===== config.mk =====
export PLATFORM = sky130hd
export DESIGN_NAME = instr_fetch_unit_flat
export DESIGN_NICKNAME = d
export VERILOG_FILES = /design/src/rtl/instr_fetch_unit_if.sv /design/src/rtl/instr_fetch_unit.sv /design/src/flat_wrapper.sv
export SDC_FILE = /design/constraint.sdc
export NUM_CORES = 1
export LEC_CHECK = 0
export ABC_CLOCK_PERIOD_IN_PS = 2400
export CORE_MARGIN = 2
export CORE_UTILIZATION = 43
export CTS_BUF_LIST = sky130_fd_sc_hd__clkbuf_8
export DETAILED_ROUTE_END_ITERATION = 8
export MAX_ROUTING_LAYER = met4
export PLACE_DENSITY = 0.8
export SLEW_MARGIN = 20
export SYNTH_ARGS = -nofsm -noshare
export SYNTH_HDL_FRONTEND = slang
export SYNTH_SLANG_ARGS = --single-unit

===== constraint.sdc =====
create_clock -name clk -period 2.4 [get_ports clk]
set_clock_uncertainty 0.05 [all_clocks]
set_input_delay 0.36 -clock clk [delete_from_list [all_inputs] [get_ports clk]]
set_output_delay 0.36 -clock clk [all_outputs]
set_load 0.005 [all_outputs]

===== src/rtl/instr_fetch_unit_if.sv =====
// Fetch-stage bundle: instruction-memory port, IR handoff to the decoder and
// PC-advance controls from the controller. master = fetch unit, slave = environment.
interface instr_fetch_unit_if;
   logic [31:0] PC;
   logic        imem_req;
   logic [31:0] imem_addr;
   logic [31:0] imem_rdata;
   logic        imem_valid;
   logic [31:0] instr;
   logic        instr_valid;
   logic        instr_ready;
   logic        loadPC;
   logic        PCSrc;
   logic [31:0] branch_offset;
   logic        fetch_err;

   modport master (
      output PC, imem_req, imem_addr, instr, instr_valid, fetch_err,
      input  imem_rdata, imem_valid, instr_ready, loadPC, PCSrc, branch_offset
   );

   modport slave (
      input  PC, imem_req, imem_addr, instr, instr_valid, fetch_err,
      output imem_rdata, imem_valid, instr_ready, loadPC, PCSrc, branch_offset
   );
endinterface


===== src/rtl/instr_fetch_unit.sv =====
// Fetch stage: owns PC, fetches into IR, hands IR to the decoder, advances PC on loadPC.
// Optional macro FETCH_TIMEOUT_EN adds a WAIT timeout with a sticky fetch_err flag.
module instr_fetch_unit #(
   parameter logic [31:0] INITIAL_PC     = 32'h0040_0000,
   parameter int          TIMEOUT_CYCLES = 16
) (
   input  logic               clk,
   input  logic               rst,
   instr_fetch_unit_if.master bus
);
   localparam logic [31:0] NOP_INSTR = 32'h0000_0013;

   typedef enum logic [1:0] {S_FETCH, S_WAIT, S_HOLD, S_EXEC} state_t;

   state_t             state_q;
   logic [31:0]        pc_q;
   logic [31:0]        instr_q;
   logic               imem_req_q;
   logic               instr_valid_q;
   logic signed [31:0] br_off_s;
   logic [31:0]        br_target;

   if (TIMEOUT_CYCLES < 2) begin : g_bad_timeout
      $error("TIMEOUT_CYCLES must be at least 2");
   end

   // Branch targets are word aligned; low offset bits are simply dropped.
   assign br_off_s  = bus.branch_offset;
   assign br_target = (pc_q + br_off_s) & 32'hFFFF_FFFC;

`ifdef FETCH_TIMEOUT_EN
   localparam int TMO_W = $clog2(TIMEOUT_CYCLES);
   localparam logic [TMO_W-1:0] TMO_LAST = TMO_W'(TIMEOUT_CYCLES - 1);

   logic [TMO_W-1:0] tmo_cnt_q;
   logic             fetch_err_q;

   assign bus.fetch_err = fetch_err_q;
`else
   assign bus.fetch_err = 1'b0;
`endif

   always_ff @(posedge clk or posedge rst) begin
      if (rst) begin
         state_q       <= S_FETCH;
         pc_q          <= INITIAL_PC;
         instr_q       <= NOP_INSTR;
         imem_req_q    <= 1'b0;
         instr_valid_q <= 1'b0;
`ifdef FETCH_TIMEOUT_EN
         tmo_cnt_q     <= '0;
         fetch_err_q   <= 1'b0;
`endif
      end else begin
         imem_req_q <= 1'b0;
         unique case (state_q)
            S_FETCH: begin
               imem_req_q <= 1'b1;
               state_q    <= S_WAIT;
`ifdef FETCH_TIMEOUT_EN
               tmo_cnt_q  <= '0;
`endif
            end
            S_WAIT: begin
               if (bus.imem_valid) begin
                  instr_q       <= bus.imem_rdata;
                  instr_valid_q <= 1'b1;
                  state_q       <= S_HOLD;
               end
`ifdef FETCH_TIMEOUT_EN
               // Give up on this response and re-request the same PC.
               else if (tmo_cnt_q == TMO_LAST) begin
                  fetch_err_q <= 1'b1;
                  state_q     <= S_FETCH;
               end else begin
                  tmo_cnt_q <= tmo_cnt_q + 1'b1;
               end
`endif
            end
            S_HOLD: begin
               if (bus.instr_ready) begin
                  instr_valid_q <= 1'b0;
                  state_q       <= S_EXEC;
               end
            end
            S_EXEC: begin
               if (bus.loadPC) begin
                  pc_q    <= bus.PCSrc ? br_target : pc_q + 32'd4;
                  state_q <= S_FETCH;
               end
            end
            default: state_q <= S_FETCH;
         endcase
      end
   end

   assign bus.PC          = pc_q;
   assign bus.imem_addr   = pc_q;
   assign bus.imem_req    = imem_req_q;
   assign bus.instr       = instr_q;
   assign bus.instr_valid = instr_valid_q;
endmodule


===== src/flat_wrapper.sv =====
// flat-port wrapper written by rule: the top's interface ports become plain ports
module instr_fetch_unit_flat 
#(
   parameter logic [31:0] INITIAL_PC     = 32'h0040_0000,
   parameter int          TIMEOUT_CYCLES = 16
)
  (clk, rst, bus_PC, bus_imem_req, bus_imem_addr, bus_instr, bus_instr_valid, bus_fetch_err, bus_imem_rdata, bus_imem_valid, bus_instr_ready, bus_loadPC, bus_PCSrc, bus_branch_offset);
  instr_fetch_unit_if bus_i ();
  input  logic clk;
  input  logic rst;
  output wire logic [$bits(bus_i.PC)-1:0] bus_PC;
  output wire logic [$bits(bus_i.imem_req)-1:0] bus_imem_req;
  output wire logic [$bits(bus_i.imem_addr)-1:0] bus_imem_addr;
  output wire logic [$bits(bus_i.instr)-1:0] bus_instr;
  output wire logic [$bits(bus_i.instr_valid)-1:0] bus_instr_valid;
  output wire logic [$bits(bus_i.fetch_err)-1:0] bus_fetch_err;
  input wire logic [$bits(bus_i.imem_rdata)-1:0] bus_imem_rdata;
  input wire logic [$bits(bus_i.imem_valid)-1:0] bus_imem_valid;
  input wire logic [$bits(bus_i.instr_ready)-1:0] bus_instr_ready;
  input wire logic [$bits(bus_i.loadPC)-1:0] bus_loadPC;
  input wire logic [$bits(bus_i.PCSrc)-1:0] bus_PCSrc;
  input wire logic [$bits(bus_i.branch_offset)-1:0] bus_branch_offset;
  assign bus_PC = bus_i.PC;
  assign bus_imem_req = bus_i.imem_req;
  assign bus_imem_addr = bus_i.imem_addr;
  assign bus_instr = bus_i.instr;
  assign bus_instr_valid = bus_i.instr_valid;
  assign bus_fetch_err = bus_i.fetch_err;
  assign bus_i.imem_rdata = bus_imem_rdata;
  assign bus_i.imem_valid = bus_imem_valid;
  assign bus_i.instr_ready = bus_instr_ready;
  assign bus_i.loadPC = bus_loadPC;
  assign bus_i.PCSrc = bus_PCSrc;
  assign bus_i.branch_offset = bus_branch_offset;
  instr_fetch_unit #(.INITIAL_PC(INITIAL_PC), .TIMEOUT_CYCLES(TIMEOUT_CYCLES)) u_core (.clk(clk), .rst(rst), .bus(bus_i));
endmodule

# == Yosys cells after proc, flatten, opt, wreduce, memory -nomap -nowiden ==
# Cells that the tools add are included.
# totals
reg_bits,68
latch_bits,0
ramBits,0
rom_bits,0
in_bits,70
memories,0
# op_classes
n_addsub,2
mul,0
div,0
magnitude_cmp,0
eq_ne,6
n_shift,0
n_mux,9
bitwise,0
reduce_logical,6
# ops
operator,count
$add 32x3->32 const B,1
$add 32x32->32,1
$mux 32,1
$pmux 2 s4,1
$mux 2,3
$ne 2x2->1 const B,3
$reduce_and 3->1,2
$eq 2x2->1 const B,2
$reduce_and 2->1,2
$mux 1,3
$eq 2x1->1 const B,1
$logic_not 2->1,1
$pmux 1 s2,1
$reduce_bool 2->1,1

# == Longest topological paths before layout ==
# Gate-level depths: netlist of run 1.
# logic_depth
ltp_word,3
depth_mapped,10

# == Worst setup path after synthesis of run 1 ==
# No wires, ideal clock.
# synth_timing
path_type,register to register
startpoint,"reg u_core.pc_q[16], in the netlist u_core.bus.PC[16]"
endpoint,"reg u_core.pc_q[30], in the netlist u_core.bus.PC[30]"
arrival_ns,2.354
path_slack_ns,-0.136
stages_incl_launch_ff,11
path_buffers,1
period_less_slack_ns,2.536
cell_sequence,dfrtp_1 > ha_1 > buf_6 > a211o_1 > a21oi_2 > o21ai_2 > a31o_4 > o41ai_4 > nand2b_2 > mux2i_1 > o21ai_1
# synth_between
elab_chain_len,2
# synth_rtl
element,line_no,text
from (decl),instr_fetch_unit.sv:16,logic [31:0] pc_q;
from (signal assigned),instr_fetch_unit.sv:88,pc_q <= bus.PCSrc ? br_target : pc_q + 32'd4;
$add 32x3->32 or $add 32x32->32 (tied branches),"instr_fetch_unit.sv:88, instr_fetch_unit.sv:29",
$mux 32 *,instr_fetch_unit.sv:88,
# Mark *: on every way between the ends. The rest lies on a longest branch, timed or not.
# A chain may end at the register's enable or synchronous reset.

# == Worst setup path in the final report of run 1 ==
# layout_timing
startpoint,"reg u_core.pc_q[16], in the netlist u_core.bus.PC[16]"
endpoint,"reg u_core.pc_q[25], in the netlist u_core.bus.PC[25]"
# Same word-level chain as after synthesis.

==> results of run 1 <==
-- routing by layer --
layer,vias to the layer above,part of all wire,global-route usage
met5,-,0,-
met2,202,0.53,0.470
li1,2416,-,-
met4,0,0.024,0.0950
met3,42,0.055,0.0405
met1,2466,0.39,0.305
-- worst min path at each step --
stage	slack (ps)	cells past startpoint	endpoint
floorplan	440	1	u_core.bus.PC[31]$_DFFE_PP0P_
global placement	440	1	u_core.bus.instr[15]$_DFFE_PP0P_
detailed placement	440	1	u_core.bus.instr[9]$_DFFE_PP0P_
CTS	320	2	u_core.bus.PC[6]$_DFFE_PP0P_
global route	360	2	u_core.bus.PC[14]$_DFFE_PP0P_
finish	320	2	u_core.bus.PC[6]$_DFFE_PP0P_
-- critical path, stage by stage, from the launching register on --
cell and delay [ps]:
dfrtp_2 430, ha_4 230, a211o_1 300, a21oi_2 200
o21ai_2 90, a31o_4 260, buf_4 150, o21ai_4 170
nand2b_1 120, nor4_1 250, nor3b_1 100
-- metrics by stage --
step	std cells	hold WS, ps	util	setup TNS [ps]
global route	918	363	0.707	-1190
floorplan	551	440	-	0
finish	918	317	0.707	-292
CTS	914	322	0.686	0
global placement	894	437	0.650	-7480
detailed placement	894	442	0.650	-8510
-- state kept, by name, summed over array words and instances (netlist names) --
signal and count:
u_core.bus.instr_valid 1, u_core.bus.instr 32, u_core.bus.PC 30, u_core.state_q 2
u_core.bus.imem_req 1
-- cells by family after synthesis --
family / count (synthesis) / synth area share
multiplexers: 36 / 0.0819
AND/OR/NAND/NOR: 159 / 0.170
adder cells (fa/ha/maj): 34 / 0.0868
flip-flops: 66 / 0.338
AO/OA/AOI/OAI: 159 / 0.203
XOR/XNOR: 20 / 0.0357
buffers and inverters: 72 / 0.0842
other: 1 / 0.000765
-- cell type report --
class / count / area, sq um / area share
sequential: 66 / 1660 / 0.213
clock inverter: 6 / 95.1 / 0.0122
tap: 140 / 175 / 0.0225
inverter: 15 / 56.3 / 0.00725
clock buffer: 10 / 138 / 0.0177
timing repair buffer: 268 / 2440 / 0.314
multi-input combinational: 413 / 3210 / 0.413
-- timing repair --
action                     4_1_cts  5_1_grt
setup buffers                    4        4
gates cloned                     0        0
setup endpoints to repair       15       17
gates resized for setup         24       45
pin swaps                       17       21
-- cells in the mapped netlist, types with 3 or more instances --
| cell type | instances | share of area |
|---|---|---|
| mux2i_1 | 3 | 0.0061 |
| buf_4 | 35 | 0.054 |
| nand4_1 | 12 | 0.015 |
| clkbuf_1 | 14 | 0.011 |
| and2_1 | 4 | 0.0051 |
| buf_1 | 4 | 0.0031 |
| nor2_1 | 45 | 0.034 |
| o211ai_1 | 3 | 0.0046 |
| nor2b_1 | 6 | 0.0077 |
| inv_1 | 14 | 0.011 |
| a21o_1 | 6 | 0.0092 |
| and4_1 | 7 | 0.013 |
| nand2_1 | 34 | 0.026 |
| o22ai_1 | 7 | 0.0089 |
| nor3b_1 | 4 | 0.0061 |
| xnor2_1 | 13 | 0.023 |
| nor3_1 | 9 | 0.0092 |
| ha_1 | 34 | 0.087 |
| o21ai_0 | 42 | 0.043 |
| mux2_2 | 33 | 0.076 |
| xor2_1 | 7 | 0.013 |
| and3_1 | 4 | 0.0051 |
| nor4_1 | 3 | 0.0038 |
| dfrtp_1 | 62 | 0.32 |
| dfstp_2 | 4 | 0.021 |
| a21oi_1 | 58 | 0.059 |
| a211oi_1 | 4 | 0.0061 |
| a31oi_1 | 5 | 0.0064 |
| or2_2 | 3 | 0.0038 |
| o21a_1 | 3 | 0.0046 |
| nand3_1 | 12 | 0.012 |
-- cell usage in the layout, fill, tap and decap left out, drive strengths merged, types with 3 or more instances in the layout --
cell type        n
nand2           34
nor2            45
dlymetal6s2s     5
a211oi           6
xnor2           13
nor3b            4
clkdlybuf4s50  153
nor2b            6
o211ai           3
dfrtp           62
clkbuf          10
nor4             5
dlygate4sd2      3
nand2b           3
a31oi            5
a21o             6
or2              3
buf            107
mux2            33
nor3            10
a21oi           59
and4             7
ha              34
dfstp            4
o21ai           45
nand3           12
conb             5
mux2i            3
o22ai            7
o21a             3
xor2             7
nand4           12
and2             5
inv             17
and3             4
-- power groups by stage --
stage | Sequential, W | Combinational (W) | Clock, W
6_report | 0.00214 | 0.00689 | 0.00113
5_1_grt | 0.00221 | 0.00743 | 0.00119
4_1_cts | 0.00211 | 0.00649 | 0.00114
3_5_place_dp | 0.00210 | 0.00621 | 0
3_3_place_gp | 0.00205 | 0.00603 | 0
2_1_floorplan | 0.00224 | 0.00305 | 0
==> results.yml, run 1 <==
logic_synthesis:
  synthArstFlopShare: 1.00
  yosysWarningCount: 0
  ys_ff_latch: 66
  ys.flop_type: "dfrtp_1"
  yosysSeqAreaShare: 0.338
  syn_area_sq_mm: 0.00490
  synthCells: 547
  avgSynthCellArea_sq_um: 8.96
  post_synth_num_cell_types: 72
  synth_edf_count: 0
worst_setup_path:
  crit_end: "u_core.bus.PC[25]$_DFFE_PP0P_"
  r2r-start: "u_core.bus.PC[16]$_DFFE_PP0P_"
  worstSetupEndpointType: "flop"
  cp.required_ps: 2580
  worstPathArrival_ps: 2670
  worst-r2r-cell-count: 10
  rrSetupSlack_ps: -90
  cp_max_fo: 5
  path_class: "flop to flop"
  r2r_end: "u_core.bus.PC[25]$_DFFE_PP0P_"
  crit_start: "u_core.bus.PC[16]$_DFFE_PP0P_"
  cp-start-kind: "flop"
finish:
  drive_above_1_share: 0.287
  design_area_sq_mm: 0.00777
  insertedDiodeCount: 0
  area_delta_synth_final_pct: 58.4
  nFillCells: 805
  layout.nets: 877
clock_network:
  cts_inserted_buffers: 9
  cts_sinks: 66
  cts_tree: "built"
  clock_latency_ps: 360
  cts_hold_buf: 0
  clock_path_buffers: 2
  cts.reportedPaths.clkPinSlew_ps: 80
  ctsHtreeMaxLevel: 3
  cts.root.buffer_cell: "clkbuf_8"
sta:
  tightest_slew_ps: 561
  relSlewSlack: 0.625
  setup_ws_ps: -90.8
  finalMaxSlewViolations: 0
  timing.fmax_ghz: 0.401
  grt_setup_unrepaired: "true"
  post-route-period-util: 1.04
  setup_viol: 5
  hold_viol_final: 0
  min_period_ps: 2490
placement:
  portBuffers: 161
  hpwlAfterDp_um: 11800
  place_congestion: 0.935
  pre_cts_slack_ps: -610
  placed_area_sq_mm: 0.00714
floorplan:
  rows: 38
  die_w_um: 111
  die_area_sq_mm: 0.0123
  dieHeight_um: 111
  coreArea_sq_mm: 0.0110
  initial_core_util: 0.446
  ios: 169
global_routing:
  grt_antenna_before_repair: 0
  grt_pass1_wl_um: 25800
  grtUsageTotal: 0.265
  grt_max_degree: 43
  overflow: 0
  grt_pass1_vias: 5205
route:
  dr.pass1.iters: 9
  detail_route.wl_per_cell_um: 17.7
  drtAntennaViolNets: 0
  drt-initial-drc-count: 297
  route.vias.total: 5126
  post_drt_via_cell_ratio: 5.58
  post-route-drc-count: 0
  wirelength_um: 16300
power_and_ir_drop:
  clkPwrFrac: 0.111
  peakVddDrop_mv: 0.777
  p_sw_w: 0.00392
  cellLeakagePower_nw: 3.28
  intPower_w: 0.00624
  finalPower_w: 0.0102
  p_seq_frac: 0.211
  combPwrFrac: 0.678
  powerDensity_mw_per_mm2: 1310
  switching_share: 0.386
min_path:
  hp-class: "primary input to asynchronous set/reset pin"
run_status:
  violations: "setup timing"
  outcome: "finished with violations"
flow_run:
  maxCapViolations: 0
(Power assumes the default switching activity.)
==> run 2: changes to the inputs <==
ABC_CLOCK_PERIOD_IN_PS = 2300   (was 2400)
CORE_MARGIN = 3   (was 2)
CORE_UTILIZATION = 45   (was 43)
MAX_ROUTING_LAYER = unset   (was met4)
clock period = 2.3 ns   (was 2.4 ns; I/O delays follow)
==> run 2 against run 1 <==
  * Count of clock-buffer cells in the layout is 1 lower
  * Power is 7.3% higher
  * Final cell count is 1.6% higher
  * First-iteration DRC count is 47% higher
  * The flow still finishes with violations (setup timing)
  * Sequential share of layout area is 0.45 points lower
  * Design area is 2.4% higher
  * Critical path depth is 1 higher
==> results.yml, run 2 (synthesis results as in run 1) <==
route:
  top_layer: "met4"
  post-route-drc-count: 0
  route.met3.wl_um: 1170
  route.vias.total: 5442
  wirelength_um: 17600
  drt-initial-drc-count: 437
  detail_route.wl_per_cell_um: 18.9
  dr.pass1.iters: 5
  wl_met2_um: 9200
  wl_met1_um: 6580
  post_drt_via_cell_ratio: 5.83
  drtAntennaViolNets: 0
power_and_ir_drop:
  intPower_w: 0.00660
  powerDensity_mw_per_mm2: 1370
  peakVddDrop_mv: 0.730
  clkPwrFrac: 0.089
  combPwrFrac: 0.707
  switching_share: 0.394
  p_seq_frac: 0.204
  cellLeakagePower_nw: 3.36
  p_sw_w: 0.00429
floorplan:
  initial_core_util: 0.469
  ios: 169
  rows: 37
  die_area_sq_mm: 0.0122
  die_w_um: 110
  dieHeight_um: 110
  coreArea_sq_mm: 0.0105
sta:
  setup_ws_ps: -259
  finalMaxSlewViolations: 0
  timing.fmax_ghz: 0.391
  tightest_slew_ps: 510
  setup_viol: 14
  relSlewSlack: 0.659
  post-route-period-util: 1.11
  hold_viol_final: 0
  grt_setup_unrepaired: "true"
  min_period_ps: 2560
flow_run:
  maxCapViolations: 0
clock_network:
  cts_sinks: 66
  ctsHtreeMaxLevel: 3
  clock_path_buffers: 2
  cts_inserted_buffers: 9
  cts.reportedPaths.clkPinSlew_ps: 80
  clock_latency_ps: 340
  cts_tree: "built"
  cts.root.buffer_cell: "clkbuf_8"
worst_setup_path:
  crit_chain: "clkdlybuf4s50_1 > ha_2 > nor2_1 > nor2_1 > a31oi_2 > o211ai_1 > nand4_1 > buf_4 > o211a_1 > xor2_1 > a21oi_1"
  cpMostUsedCell: "nor2_1"
  rrSetupSlack_ps: -230
  cp_max_fo: 3
  worstSetupEndpointType: "flop"
  cp.required_ps: 2500
  critPathSlowestCell: "clkdlybuf4s50_1"
  critPathTopFamily: "compound AO/OA/AOI/OAI gates"
  slowest_delay_ps: 410
  path_class: "primary input to flop"
  r2r-start: "u_core.bus.PC[7]$_DFFE_PP0P_"
  crit_start: "bus_branch_offset[7]"
  cp_num_buf_inv: 2
  worstPathArrival_ps: 2760
  cp-start-kind: "primary input"
finish:
  final_common_cell: "clkdlybuf4s50_1"
  layout.nets: 896
  insertedDiodeCount: 0
  drive_above_1_share: 0.312
  final_cell_mix: "151 x clkdlybuf4s50_1, 120 x buf_4, 58 x dfrtp_1"
  nFillCells: 715
  postLayoutCoreUtil: 0.760
  area_delta_synth_final_pct: 62.2
  largest_reg_flops: 32
placement:
  place_congestion: 0.942
  portBuffers: 161
  pre_cts_slack_ps: -542
  hpwlAfterDp_um: 12100
global_routing:
  overflow: 0
  grt_pass1_wl_um: 25800
  grt_max_degree: 34
  grtUsageTotal: 0.269
  grt_pass1_vias: 5411
  grt_antenna_before_repair: 0
run_status:
  outcome: "finished with violations"
  violations: "setup timing"
min_path:
  hp-class: "primary input to asynchronous set/reset pin"
-- run 2: stage by stage --
stage / std cells / hold WS (ps) / cell area (sq um) / setup TNS, ps / power (W)
detailed placement: 897 / 444 / 7280 / -9170 / 0.00885
global placement: 897 / 437 / 7280 / -8490 / 0.00859
floorplan: 551 / 440 / 5050 / -226 / 0.00566
finish: 933 / 296 / 7960 / -1340 / 0.0109
global route: 933 / 315 / 7960 / -2450 / 0.0116
CTS: 925 / 307 / 7670 / -345 / 0.0102
-- run 2: timing repair --
action,4_1_cts,5_1_grt
hold buffers,0,0
setup endpoints to repair,18,20
gates cloned,0,0
setup buffers,12,9
pin swaps,32,28
endpoints found under the hold margin,0,0
gates resized for setup,33,45
-- run 2: cell type report --
type	instances	area (sq um)	share of cell area
inverters	15	56.3	0.00708
repair buffers	287	2590	0.326
multi-input cells	413	3290	0.413
well taps	136	170	0.0214
flip-flops and latches	66	1660	0.209
clock inverters	7	62.6	0.00786
clock buffers	9	124	0.0156
-- run 2: metal layers --
metal  global-route usage  vias to the layer above
li1                     -                     2458
met5                    0                        -
met1                0.331                     2601
met4               0.0950                        0
met2                0.480                      307
met3               0.0367                       76
-- run 2: final timing paths --
check | end | depth (start not counted)
setup / recovery | u_core.bus.PC[18]$_DFFE_PP0P_ | 11
hold / removal | u_core.bus.imem_req$_DFF_PP0_ | 2
setup reg to reg | u_core.bus.PC[18]$_DFFE_PP0P_ | 10
hold reg to reg | u_core.bus.instr[2]$_DFFE_PP0P_ | 1
max in group asynchronous | u_core.bus.instr[0]$_DFFE_PP1P_ | 3
min in group clk | u_core.bus.instr[2]$_DFFE_PP0P_ | 1
-- run 2: power by group through the flow --
| stage | sequential [W] | combinational (W) | clock [W] |
|---|---|---|---|
| 6_report | 0.00223 | 0.00770 | 0.000969 |
| 5_1_grt | 0.00230 | 0.00827 | 0.00103 |
| 4_1_cts | 0.00220 | 0.00706 | 0.000973 |
| 3_5_place_dp | 0.00220 | 0.00666 | 0 |
| 3_3_place_gp | 0.00215 | 0.00644 | 0 |
| 2_1_floorplan | 0.00236 | 0.00329 | 0 |
